## config.mk

```make
export PLATFORM = sky130hd
export DESIGN_NAME = fetch_stage
export DESIGN_NICKNAME = d
export VERILOG_FILES = /design/src/rtl/fetch_stage.sv
export SDC_FILE = /design/constraint.sdc
export NUM_CORES = 1
export LEC_CHECK = 0
export CAP_MARGIN = 15
export CORE_MARGIN = 2
export CORE_UTILIZATION = 40
export DETAILED_ROUTE_END_ITERATION = 12
export PLACE_DENSITY = 0.74
export SYNTH_ARGS = -nofsm -noshare
export SYNTH_HDL_FRONTEND = slang
export SYNTH_SLANG_ARGS = --single-unit
```

## constraint.sdc

```tcl
create_clock -name i_clk -period 3 [get_ports i_clk]
set_input_delay 0.6 -clock i_clk [delete_from_list [all_inputs] [get_ports i_clk]]
set_output_delay 0.6 -clock i_clk [all_outputs]
set_load 0.005 [all_outputs]
```

## src/rtl/fetch_stage.sv

```systemverilog
// Instruction-fetch front end: PC, instruction-memory address, IF/ID register,
// and end-of-program detection with a drain period before raising o_halted.
module fetch_stage #(
  parameter int              XLEN         = 32,
  parameter int              IMEM_WORDS   = 256,
  parameter logic [XLEN-1:0] RESET_PC     = '0,
  parameter int              DRAIN_CYCLES = 4
) (
  input  logic            i_clk,
  input  logic            i_reset,
  input  logic            i_stall,
  input  logic            i_redirect_valid,
  input  logic [XLEN-1:0] i_redirect_pc,
  output logic [XLEN-1:0] o_imem_addr,
  input  logic [31:0]     i_imem_rdata,
  output logic            o_ifid_valid,
  output logic [XLEN-1:0] o_ifid_pc,
  output logic [31:0]     o_ifid_instr,
  output logic [XLEN-1:0] o_ifid_pc_plus4,
  output logic [31:0]     o_fetch_count,
  output logic            o_halted
);

  // state   | meaning
  // S_RUN   | fetching, issuing one instruction per unstalled cycle
  // S_DRAIN | end of program seen, waiting for downstream stages to retire
  // S_HALT  | program finished; only reset leaves this state
  typedef enum logic [1:0] {S_RUN, S_DRAIN, S_HALT} state_t;

  localparam logic [31:0]     NOP      = 32'h0000_0013;
  localparam int              CNT_W    = (DRAIN_CYCLES > 1) ? $clog2(DRAIN_CYCLES) : 1;
  localparam logic [CNT_W-1:0] CNT_LAST = CNT_W'(DRAIN_CYCLES - 1);
  localparam logic [XLEN:0]   PC_LIMIT = (XLEN+1)'(4 * IMEM_WORDS);

  state_t            r_state;
  logic [XLEN-1:0]   r_pc;
  logic [CNT_W-1:0]  r_drain_cnt;
  logic              r_ifid_valid;
  logic [XLEN-1:0]   r_ifid_pc;
  logic [31:0]       r_ifid_instr;
  logic [XLEN-1:0]   r_ifid_pc_plus4;
  logic [31:0]       r_fetch_count;
  logic              r_halted;

  logic              w_end;
  logic [XLEN-1:0]   w_target;
  logic [XLEN-1:0]   w_pc_plus4;
  logic              w_unused_rpc_lsb;

  // Out-of-range PC ends the program regardless of what memory returns.
  assign w_end            = ({1'b0, r_pc} >= PC_LIMIT) || (i_imem_rdata == 32'h0);
  assign w_target         = {i_redirect_pc[XLEN-1:2], 2'b00};
  assign w_pc_plus4       = r_pc + XLEN'(4);
  assign w_unused_rpc_lsb = ^i_redirect_pc[1:0];

  always_ff @(posedge i_clk or negedge i_reset) begin
    if (!i_reset) begin
      r_state         <= S_RUN;
      r_pc            <= RESET_PC;
      r_drain_cnt     <= '0;
      r_ifid_valid    <= 1'b0;
      r_ifid_pc       <= '0;
      r_ifid_instr    <= NOP;
      r_ifid_pc_plus4 <= '0;
      r_fetch_count   <= '0;
      r_halted        <= 1'b0;
    end else begin
      case (r_state)
        S_RUN: begin
          if (i_redirect_valid) begin
            r_pc         <= w_target;
            r_ifid_valid <= 1'b0;
            r_ifid_instr <= NOP;
          end else if (!i_stall) begin
            if (w_end) begin
              // The terminating word is never issued downstream.
              r_ifid_valid <= 1'b0;
              r_ifid_instr <= NOP;
              r_drain_cnt  <= '0;
              r_state      <= S_DRAIN;
            end else begin
              r_ifid_valid    <= 1'b1;
              r_ifid_pc       <= r_pc;
              r_ifid_instr    <= i_imem_rdata;
              r_ifid_pc_plus4 <= w_pc_plus4;
              r_pc            <= w_pc_plus4;
              r_fetch_count   <= r_fetch_count + 32'd1;
            end
          end
        end
        S_DRAIN: begin
          r_ifid_valid <= 1'b0;
          if (i_redirect_valid) begin
            // An older branch resolved taken: the end word was wrong-path.
            r_pc        <= w_target;
            r_drain_cnt <= '0;
            r_state     <= S_RUN;
          end else if (!i_stall) begin
            if (r_drain_cnt == CNT_LAST) begin
              r_state  <= S_HALT;
              r_halted <= 1'b1;
            end else begin
              r_drain_cnt <= r_drain_cnt + CNT_W'(1);
            end
          end
        end
        S_HALT: begin
          r_ifid_valid <= 1'b0;
          r_halted     <= 1'b1;
        end
        default: begin
          r_state <= S_HALT;
        end
      endcase
    end
  end

  assign o_imem_addr     = r_pc;
  assign o_ifid_valid    = r_ifid_valid;
  assign o_ifid_pc       = r_ifid_pc;
  assign o_ifid_instr    = r_ifid_instr;
  assign o_ifid_pc_plus4 = r_ifid_pc_plus4;
  assign o_fetch_count   = r_fetch_count;
  assign o_halted        = r_halted;

endmodule

```

==> results.sh <==
export IMPL_outcome="completed"
export IMPL_antenna_found_initial=0
export IMPL_root_buffer="clkbuf_16"
export IMPL_drc=0
export IMPL_synth_async_sr_flop_share_pct=100
export IMPL_max_freq_mhz=388
export IMPL_wl_per_cell_um=16.7
export IMPL_avgSynthCellArea_um2=11.0
export IMPL_final_core_util_pct=58.3
export IMPL_grt_pass1_wl_um=29300
export IMPL_rsz0062_at_grt="no"
export IMPL_rows=48
export IMPL_syn_cell_area_um2=6940
export IMPL_drtAntennaViolNets=0
export IMPL_via_per_inst=5.09
export IMPL_ys_ff_latch=160
export IMPL_synth_most_common_cell="dfrtp_1"
export IMPL_startpoint_type="flip-flop"
export IMPL_r2r_slack_ns=0.42
export IMPL_synth_top_cell_area_share_pct=56.6
export IMPL_layout_drive_gt1_share_pct=7.83
export IMPL_cts_htree_levels=4
export IMPL_coreArea_um2=17100
export IMPL_synth_top_area_cell="dfrtp_1"
export IMPL_p_leak_uw=0.00449
export IMPL_p_per_area_nw_per_um2=437
export IMPL_rr_startpoint="o_imem_addr[17]"
export IMPL_clock_sinks=160
export IMPL_layout_nets=932
export IMPL_cts_hold_buf=0
export IMPL_dr_pass1_iters=4
export IMPL_die_h_um=136
export IMPL_final_setup_worst_slack_ns=0.424
export IMPL_arrival_ns=2.92
export IMPL_cap_violations=0
export IMPL_synth_edf_count=0
export IMPL_final_cells=1094
export IMPL_fin_setup_tns_ns=0
export IMPL_syn_instance_count=631
export IMPL_postCtsResizedCells=0
export IMPL_synth_ff_type="dfrtp_1"
export IMPL_cp_required_ns=3.34
export IMPL_die_area_um2=18400
export IMPL_syn_to_final_growth_pct=43.8
export IMPL_yosys_warnings=0
export IMPL_post_cts_setup_buffers=0
export IMPL_gp_congestion=0.778
export IMPL_critPathCaptureType="flip-flop"
export IMPL_synth_cell_types=56
export IMPL_clk_pin_slew_ns=0.06
export IMPL_clock_latency_ns=0.43
export IMPL_start_util_pct=40.5
export IMPL_synth_area_top_cells="dfrtp_1 (57%), a22o_1 (4.2%), and2_1 (4.0%)"
export IMPL_routed_wl_um=18300
export IMPL_pin_count=230
export IMPL_min_path_type="in -> async"
export IMPL_dp_cells=1062
export IMPL_hold_violations=0
export IMPL_r2r_end="o_imem_addr[21]"
export IMPL_numCtsBuffers=17
export IMPL_synth_sequential_area_ratio_pct=57.8
export IMPL_drtIter0Drc=370
export IMPL_fin_crit_sh_pct=85.9
export IMPL_worstMarginPinSlew_ns=0.633
export IMPL_die_width_um=136
export IMPL_track_usage_pct=20.4
export IMPL_place_ws_ns=0.0765
export IMPL_ir_worst_vdd_v=0.000380
export IMPL_grt_overflow_total=0
export IMPL_dpl_hpwl_um=13100
export IMPL_crit_type="reg -> reg"
export IMPL_r2r_worst_path_cells=6
export IMPL_max_slew_margin_rel_pct=57.8
export IMPL_clock_path_buffers=2
export IMPL_worst_clock_skew_ns=0.0119
export IMPL_slew_viol_final=0
export IMPL_grt_max_degree=72
export IMPL_finalSetupViolCount=0
export IMPL_via_count=5569
export IMPL_diodes=0
export IMPL_first_global_vias=5605
export IMPL_crit_path_max_fanout=15
export IMPL_synthTopCellsByCount="dfrtp_1 (157), nand2_1 (69), and2_1 (44)"
export IMPL_cts_tree="done"
export IMPL_period_minus_slack_ns=2.58
export IMPL_whs_ns=0.134
export IMPL_io_buffers=221
==> registers in the layout, indices dropped and copies added, names as in the netlist <==
signal	flops
o_ifid_instr	32
o_halted	1
o_fetch_count	32
o_imem_addr	30
o_ifid_pc	30
o_ifid_valid	1
o_ifid_pc_plus4	30
r_drain_cnt	2
r_state	2
==> metal layers <==
layer  share of wire, %  GRT usage [%]  wire length (um)  vias up
met4                1.2           6.31               213        0
li1                   -              -                 -     2644
met2                 47           32.4              8540      193
met1                 44           26.3              8050     2715
met3                8.2           6.88              1500       17
met5                  0              0                 0        -
==> report_power, final <==
part | internal [uW] | total (uW) | leakage [uW] | switching, uW
clock | 1070 | 1980 | 0.000266 | 911
combinational | 110 | 209 | 0.00214 | 98.9
sequential | 2170 | 2170 | 0.00208 | 8.71
total | 3340 | 4360 | 0.00449 | 1020
==> worst max-delay path by stage <==
| stage | to | from |
|---|---|---|
| 6_report | o_imem_addr[21] | o_imem_addr[17] |
| 5_1_grt | o_imem_addr[21] | o_imem_addr[17] |
| 4_1_cts | o_imem_addr[21] | o_imem_addr[17] |
| 3_5_place_dp | o_imem_addr[10] | i_imem_rdata[4] |
| 3_3_place_gp | o_imem_addr[10] | i_imem_rdata[17] |
| 2_1_floorplan | o_ifid_pc[2] | i_imem_rdata[17] |
==> cells in the final DEF (no fill, tap or decap), drive strengths merged, types with 6 or more instances in the layout <==
master	instances
mux2i	16
inv	35
nand4	19
nor3	11
ha	8
and2	44
nand2	69
clkbuf	18
xnor2	17
dfrtp	157
buf	22
nand3	13
a22o	33
xor2	20
nor4	25
a21oi	13
o21ai	25
conb	6
and3	6
clkinv	8
clkdlybuf4s50	220
nor2	27
==> layout make-up <==
cell class | instances | area (um2)
multi-input cells | 405 | 2650
inverters | 30 | 113
well taps | 225 | 282
clock buffers | 18 | 429
fillers | 1522 | 7140
clock inverters | 14 | 106
flip-flops and latches | 160 | 4010
repair buffers | 242 | 2400
==> worst max-delay path, stage by stage, from the launching register on <==
cell and delay, ns:
dfrtp_1 0.40, or4_4 0.56, nor3_4 0.28, o211ai_2 0.22
o21ai_2 0.47, buf_4 0.34, mux2i_1 0.22
==> kinds of logic (layout without fill, tap and decap cells) <==
logic type / count (synthesis) / count (layout) / synth area share [%]
AND/OR/NAND/NOR: 228 / 228 / 17.5
flip-flops: 160 / 160 / 57.8
AO/OA/AOI/OAI: 109 / 109 / 11.6
buffers and inverters: 71 / 304 / 4.51
XOR/XNOR: 37 / 37 / 4.67
multiplexers: 17 / 17 / 2.47
adder cells (fa/ha/maj): 8 / 8 / 1.44
other: 1 / 6 / 0.0541
==> metrics by stage <==
| stage | total power (uW) | area, um2 |
|---|---|---|
| 2_1_floorplan | 2260 | 6960 |
| 3_3_place_gp | 2420 | 9440 |
| 3_5_place_dp | 2430 | 9440 |
| 4_1_cts | 4420 | 9980 |
| 5_1_grt | 4540 | 9980 |
| 6_report | 4360 | 9980 |
(Power assumes the default switching activity.)
